### src/rtl/ahb_sram_pkg.sv
// rtl/ahb_sram_pkg.sv - shared constants and FSM encoding for the AHB-Lite to SRAM bridge
// Contents: HTRANS / HSIZE / HRESP encodings and the bridge state type (ERR1/ERR2 are
// reachable only when AHB_SRAM_ERR_EN is defined).
package ahb_sram_pkg;

  localparam logic [1:0] HTRANS_IDLE   = 2'b00;
  localparam logic [1:0] HTRANS_BUSY   = 2'b01;
  localparam logic [1:0] HTRANS_NONSEQ = 2'b10;
  localparam logic [1:0] HTRANS_SEQ    = 2'b11;

  localparam logic [2:0] HSIZE_BYTE = 3'b000;
  localparam logic [2:0] HSIZE_HALF = 3'b001;
  localparam logic [2:0] HSIZE_WORD = 3'b010;

  localparam logic HRESP_OKAY  = 1'b0;
  localparam logic HRESP_ERROR = 1'b1;

  typedef enum logic [2:0] {
    ST_IDLE,
    ST_WR,
    ST_RDP,
    ST_RD,
    ST_ERR1,
    ST_ERR2
  } state_e;

endpackage

### src/rtl/ahb_sram_be_gen.sv
// rtl/ahb_sram_be_gen.sv - transfer size + low address bits to little-endian byte enables
// Ports:
//   size     in  3  HSIZE of the transfer
//   addr_lo  in  2  byte offset within the word
//   be       out 4  byte enables, bit n = byte lane n (oversize sizes give a full word)
//   oversize out 1  size is larger than a word
module ahb_sram_be_gen
  import ahb_sram_pkg::*;
(
  input  logic [2:0] size,
  input  logic [1:0] addr_lo,
  output logic [3:0] be,
  output logic       oversize
);

  always_comb begin
    be = 4'b1111;
    case (size)
      HSIZE_BYTE: be = 4'b0001 << addr_lo;
      HSIZE_HALF: be = addr_lo[1] ? 4'b1100 : 4'b0011;
      default:    be = 4'b1111;
    endcase
  end

  assign oversize = (size > HSIZE_WORD);

endmodule

### src/rtl/ahb_sram_if.sv
// rtl/ahb_sram_if.sv - AHB-Lite slave bridging single transfers onto a 1-cycle-latency SRAM
// Optional feature macro: AHB_SRAM_ERR_EN (out-of-range address / oversize -> two-cycle ERROR).
// Ports:
//   hclk, rst_n                  clock, synchronous active-low reset
//   ahb_sel/readyi/write/addr/wdata/trans/size/burst   AHB-Lite slave inputs
//   ahb_readyo/rdata/resp        AHB-Lite slave outputs (HREADYOUT, HRDATA, HRESP)
//   sram_cs/we/be/addr/wdata     single-port SRAM request (all zero while cs is low)
//   sram_rdata                   SRAM read data, valid the cycle after a read request
module ahb_sram_if
  import ahb_sram_pkg::*;
#(
  parameter int AW = 12
) (
  input  logic          hclk,
  input  logic          rst_n,
  input  logic          ahb_sel,
  input  logic          ahb_readyi,
  input  logic          ahb_write,
  input  logic [31:0]   ahb_addr,
  input  logic [31:0]   ahb_wdata,
  input  logic [1:0]    ahb_trans,
  input  logic [2:0]    ahb_size,
  input  logic [2:0]    ahb_burst,
  output logic          ahb_readyo,
  output logic [31:0]   ahb_rdata,
  output logic          ahb_resp,
  output logic          sram_cs,
  output logic          sram_we,
  output logic [3:0]    sram_be,
  output logic [AW-1:0] sram_addr,
  output logic [31:0]   sram_wdata,
  input  logic [31:0]   sram_rdata
);

`ifdef AHB_SRAM_ERR_EN
  localparam bit ERR_EN = 1'b1;
`else
  localparam bit ERR_EN = 1'b0;
`endif

  state_e        state_q, state_d;
  logic [AW-1:0] addr_q, addr_d;
  logic [3:0]    be_q, be_d;

  logic          valid;
  logic          can_accept;
  logic          addr_hi_nz;
  logic          oversize;
  logic          err_c;
  logic [3:0]    be_gen;
  logic [AW-1:0] word_addr;

  logic          readyo_c;
  logic          resp_c;
  logic [31:0]   rdata_c;
  logic          cs_c;
  logic          we_c;
  logic [3:0]    sbe_c;
  logic [AW-1:0] saddr_c;
  logic [31:0]   swdata_c;

  // Bursts carry no extra meaning here: every beat is decoded on its own.
  logic unused_burst;
  assign unused_burst = ^ahb_burst;

  ahb_sram_be_gen u_be_gen (
    .size     (ahb_size),
    .addr_lo  (ahb_addr[1:0]),
    .be       (be_gen),
    .oversize (oversize)
  );

  assign valid      = ahb_sel && ahb_readyi &&
                      ((ahb_trans == HTRANS_NONSEQ) || (ahb_trans == HTRANS_SEQ));
  assign word_addr  = ahb_addr[AW+1:2];
  assign addr_hi_nz = |ahb_addr[31:AW+2];
  assign err_c      = ERR_EN && valid && (addr_hi_nz || oversize);
  // Address phases are only taken in states that drive readyo high.
  assign can_accept = (state_q == ST_IDLE) || (state_q == ST_WR) ||
                      (state_q == ST_RD)   || (state_q == ST_ERR2);

  always_comb begin
    state_d  = ST_IDLE;
    addr_d   = addr_q;
    be_d     = be_q;
    readyo_c = 1'b1;
    resp_c   = HRESP_OKAY;
    rdata_c  = '0;
    cs_c     = 1'b0;
    we_c     = 1'b0;
    sbe_c    = '0;
    saddr_c  = '0;
    swdata_c = '0;

    // Data-phase behaviour of the transfer currently owning the bus.
    case (state_q)
      ST_WR: begin
        cs_c     = 1'b1;
        we_c     = 1'b1;
        saddr_c  = addr_q;
        sbe_c    = be_q;
        swdata_c = ahb_wdata;
      end
      ST_RD: begin
        rdata_c = sram_rdata;
      end
      ST_RDP: begin
        // The read was accepted while the port was busy writing; issue it now.
        readyo_c = 1'b0;
        cs_c     = 1'b1;
        saddr_c  = addr_q;
        sbe_c    = 4'b1111;
        state_d  = ST_RD;
      end
      ST_ERR1: begin
        readyo_c = 1'b0;
        resp_c   = HRESP_ERROR;
        state_d  = ST_ERR2;
      end
      ST_ERR2: begin
        resp_c = HRESP_ERROR;
      end
      default: begin
      end
    endcase

    // Address phase of the next transfer (overlaps the data phase above).
    if (can_accept && valid) begin
      if (err_c) begin
        state_d = ST_ERR1;
      end else if (ahb_write) begin
        addr_d  = word_addr;
        be_d    = be_gen;
        state_d = ST_WR;
      end else if (state_q == ST_WR) begin
        addr_d  = word_addr;
        state_d = ST_RDP;
      end else begin
        // SRAM port is free: read straight from the address phase.
        cs_c    = 1'b1;
        saddr_c = word_addr;
        sbe_c   = 4'b1111;
        state_d = ST_RD;
      end
    end

    // Outputs held at reset values while reset is asserted, so a pending
    // write cannot reach the SRAM in the reset cycle.
    if (!rst_n) begin
      readyo_c = 1'b1;
      resp_c   = HRESP_OKAY;
      rdata_c  = '0;
      cs_c     = 1'b0;
      we_c     = 1'b0;
      sbe_c    = '0;
      saddr_c  = '0;
      swdata_c = '0;
    end
  end

  always_ff @(posedge hclk) begin
    if (!rst_n) begin
      state_q <= ST_IDLE;
      addr_q  <= '0;
      be_q    <= '0;
    end else begin
      state_q <= state_d;
      addr_q  <= addr_d;
      be_q    <= be_d;
    end
  end

  assign ahb_readyo = readyo_c;
  assign ahb_rdata  = rdata_c;
  assign ahb_resp   = ERR_EN ? resp_c : HRESP_OKAY;
  assign sram_cs    = cs_c;
  assign sram_we    = we_c;
  assign sram_be    = sbe_c;
  assign sram_addr  = saddr_c;
  assign sram_wdata = swdata_c;

endmodule

### config.mk
export PLATFORM = sky130hd
export DESIGN_NAME = ahb_sram_if
export DESIGN_NICKNAME = d
export VERILOG_FILES = /design/src/rtl/ahb_sram_pkg.sv /design/src/rtl/ahb_sram_be_gen.sv /design/src/rtl/ahb_sram_if.sv
export SDC_FILE = /design/constraint.sdc
export NUM_CORES = 1
export LEC_CHECK = 0
export ABC_AREA = 1
export BUFFER_PORTS_ARGS = -buffer_cell sky130_fd_sc_hd__buf_2
export CORE_ASPECT_RATIO = 2
export CORE_UTILIZATION = 38
export DETAILED_ROUTE_END_ITERATION = 16
export MAX_ROUTING_LAYER = met4
export PLACE_DENSITY = 0.85
export RECOVER_POWER = 50
export SLEW_MARGIN = 20
export SYNTH_ARGS = -nofsm -noshare
export SYNTH_HDL_FRONTEND = slang
export SYNTH_SLANG_ARGS = --single-unit
### constraint.sdc
create_clock -name hclk -period 1.6 [get_ports hclk]
set_clock_uncertainty 0.15 [all_clocks]
set_input_delay 0.08 -clock hclk [delete_from_list [all_inputs] [get_ports hclk]]
set_output_delay 0.08 -clock hclk [all_outputs]
set_load 0.02 [all_outputs]
==> results.yml <==
logic_synthesis:
  yosysTopAreaCell: "nor2_1"
  synth_cells: 428
  synth-seq-cells: 19
  synth_nets: 537
  synth_seq_area_share: 0.1803
  synthFlopType: "dfxtp_1"
  synthTopCellsByArea: "nor2_1, nand2_1, dfxtp_1, inv_1, nand4_1"
  synth.most_common_cell: "nor2_1"
  ys_warn_count: 0
  synth_common_cells: "nor2_1, nand2_1, inv_1"
  synthesis.area_um2: 2110
  synth_edf_count: 0
  yosysUniqueCellTypes: 21
  avgSynthCellArea_um2: 4.929
  netlist.area_leader.share: 0.2509
  async_flop_share: 0
power_and_ir_drop:
  power.switching_uw: 607.2
  p_sw_frac: 0.3934
  vdd.ir_drop.worst_v: 0.0003548
  p_seq_frac: 0.324
  power.density_nw_per_um2: 372.3
  pwr-share-clk: 0.239
  power_leakage_uw: 0.002282
  cellInternalPower_uw: 936.2
  comb_power_share: 0.438
detailed_routing:
  viasPerCell: 5.305
  detail-route-antenna-nets: 0
  dr_total_vias: 3549
  drtPass1Iterations: 6
  drt-total-wl_mm: 10.56
  drc: 0
  wl_per_cell_um: 15.78
  drtIter0Drc: 177
placed_design:
  finalWeightedCongestion: 0.9282
  place_area_um2: 3054
  hpwl_mm: 5.563
  port_buffers: 169
global_route:
  grt_pass1_vias: 2858
  grtUsageTotal: 0.2550
  grt_pass1_wl_mm: 11.32
  grt_overflow: 0
  grt_max_degree: 42
  antenna_found_initial: 0
worst_setup_path:
  path_max_fanout: 12
  crit_slowest_cell: "dfxtp_4"
  crit_end: "sram_addr[2]"
  crit_path_start_kind: "flop"
  cpMostUsedCell: "nand2_1"
  critPathKind: "reg2out"
  rr_startpoint: "state_q[0]"
  path_cells: "inv_4 > nor2_2 > buf_6 > nand4_1 > nand2_1 > nand2_1 > nand2_1 > nor2_2 > buf_4"
  rr_worst_depth: 11
  crit_required_ps: 1370
  cp_slowest_stage_delay_ps: 400
  critPathTopFamily: "simple AND/OR/NAND/NOR gates"
  cp_num_buf_inv: 3
  cp.arrival_ps: 1670
  crit_path_end_kind: "primary output"
  r2r-end: "state_q[1]"
  critPathLaunch: "state_q[0]"
  ff2ff_setup_slack_ps: -30
  cp.depth: 9
die:
  dieArea_um2: 5872
  die_y_um: 107.4
  boundaryPins: 193
  placementRows: 38
  core_um2: 5373
  fp.dieW_um: 54.69
  start_util: 0.3926
layout:
  fillers: 352
  design_area_um2: 4145
  syn2layout_area_growth_pct: 96.50
  antenna_cells: 0
  nNetsFinal: 719
  drive_above_1_share: 0.4992
clock_network:
  cts_sinks: 19
  numCtsBuffers: 3
  path_clk_slew_ps: 80
  cts-htree-levels: 1
  cts_hold_buf: 0
  worstSkewPairLatency_ps: 270
  cts_tree: "yes"
  root_buffer: "clkbuf_8"
  cts_buffer_depth: 2
sta:
  period_minus_slack_ps: 1905
  hold_slack_ps: 4.193
  final-setup-viol-count: 86
  finalCritPeriodShare: 1.191
  timing.final.ws_setup_ps: -305.0
  rsz0062_at_grt: "true"
  hold_viol_final: 0
  timing.fmax_mhz: 524.9
  report.final.slew_viol_count: 0
outcome:
  violations: "negative setup slack"
  status: "finished with violations"
hold_path:
  min_path_type: "in2reg"
flow_run:
  maxCapViolCount: 0
-- through the flow --
stage	instances	utilization	power (µW)	TNS, ps	worst slack (ps)
detailed placement	649	0.5685	976.6	-548.0	-65.86
finish	669	0.7715	1543	-10660	-305.0
floorplan	428	-	783.3	0	31.86
global placement	649	0.5685	964.9	-13.73	-11.03
CTS	659	0.6150	1342	-6924	-177.4
global route	669	0.7715	1608	-15650	-329.7
-- cells by family (layout without fill, tap and decap cells) --
kind of cell,count (synthesis),in the layout,synth area share
buf+inv,98,279,0.1928
flops,19,19,0.1803
other cells,1,1,0.001778
compound gates,11,11,0.02610
simple gates,299,299,0.5991
-- sequential cells by signal (all words and copies together) (netlist names) --
name     flops
addr_q      12
be_q         4
state_q      3
-- power groups by stage --
stage          Combinational (µW)  Sequential [µW]  Clock (µW)
2_1_floorplan                 273              510           0
3_3_place_gp                  454              511           0
3_5_place_dp                  464              512           0
4_1_cts                       487              500         355
5_1_grt                       722              501         384
6_report                      675              500         368
-- tightest hold or removal path, stage by stage --
cell	delay, ps
buf_2	70
inv_1	40
nand4_1	80
nand2_1	50
nor2_1	70
-- how the worst min path moves through the flow --
stage	from	end	cells past startpoint
global placement	ahb_addr[13]	addr_q[11]	5
floorplan	rst_n	state_q[2]	2
CTS	ahb_addr[1]	be_q[3]	5
global route	ahb_addr[12]	addr_q[10]	5
detailed placement	ahb_addr[1]	be_q[3]	5
finish	ahb_addr[2]	addr_q[0]	5
-- layer usage --
layer / GRT usage / up-vias / share of wire
li1: - / 1634 / -
met1: 0.2595 / 1565 / 0.31
met2: 0.4535 / 262 / 0.53
met3: 0.02260 / 88 / 0.084
met4: 0.1245 / 0 / 0.078
met5: - / - / 0
-- area by class of cell --
| type | count | area, µm² | area share |
|---|---|---|---|
| Clock buffer | 3 | 41.29 | 0.009961 |
| Multi-Input combinational cell | 311 | 1773 | 0.4277 |
| Sequential cell | 19 | 391.6 | 0.09448 |
| Clock inverter | 1 | 5.005 | 0.001207 |
| Inverter | 72 | 292.8 | 0.07063 |
| Timing Repair Buffer | 202 | 1558 | 0.3758 |
| Tap cell | 60 | 75.07 | 0.01811 |
| Timing Repair inverter | 1 | 8.758 | 0.002113 |
-- layout by cell type, fill, tap and decap left out, drive strengths merged --
cell	instances
a21oi	10
buf	199
clkbuf	6
clkinv	2
conb	1
dfxtp	19
inv	72
nand2	112
nand3	16
nand4	25
nor2	145
nor3	1
o21ai	1
-- timing repair --
action                     in CTS  in global routing
pin swaps                       5                 25
setup endpoints to repair      94                 98
cloned                          0                  5
setup buffers                   6                  6
resized for setup              57                205
No activity file was read; power rests on OpenSTA's default activity.
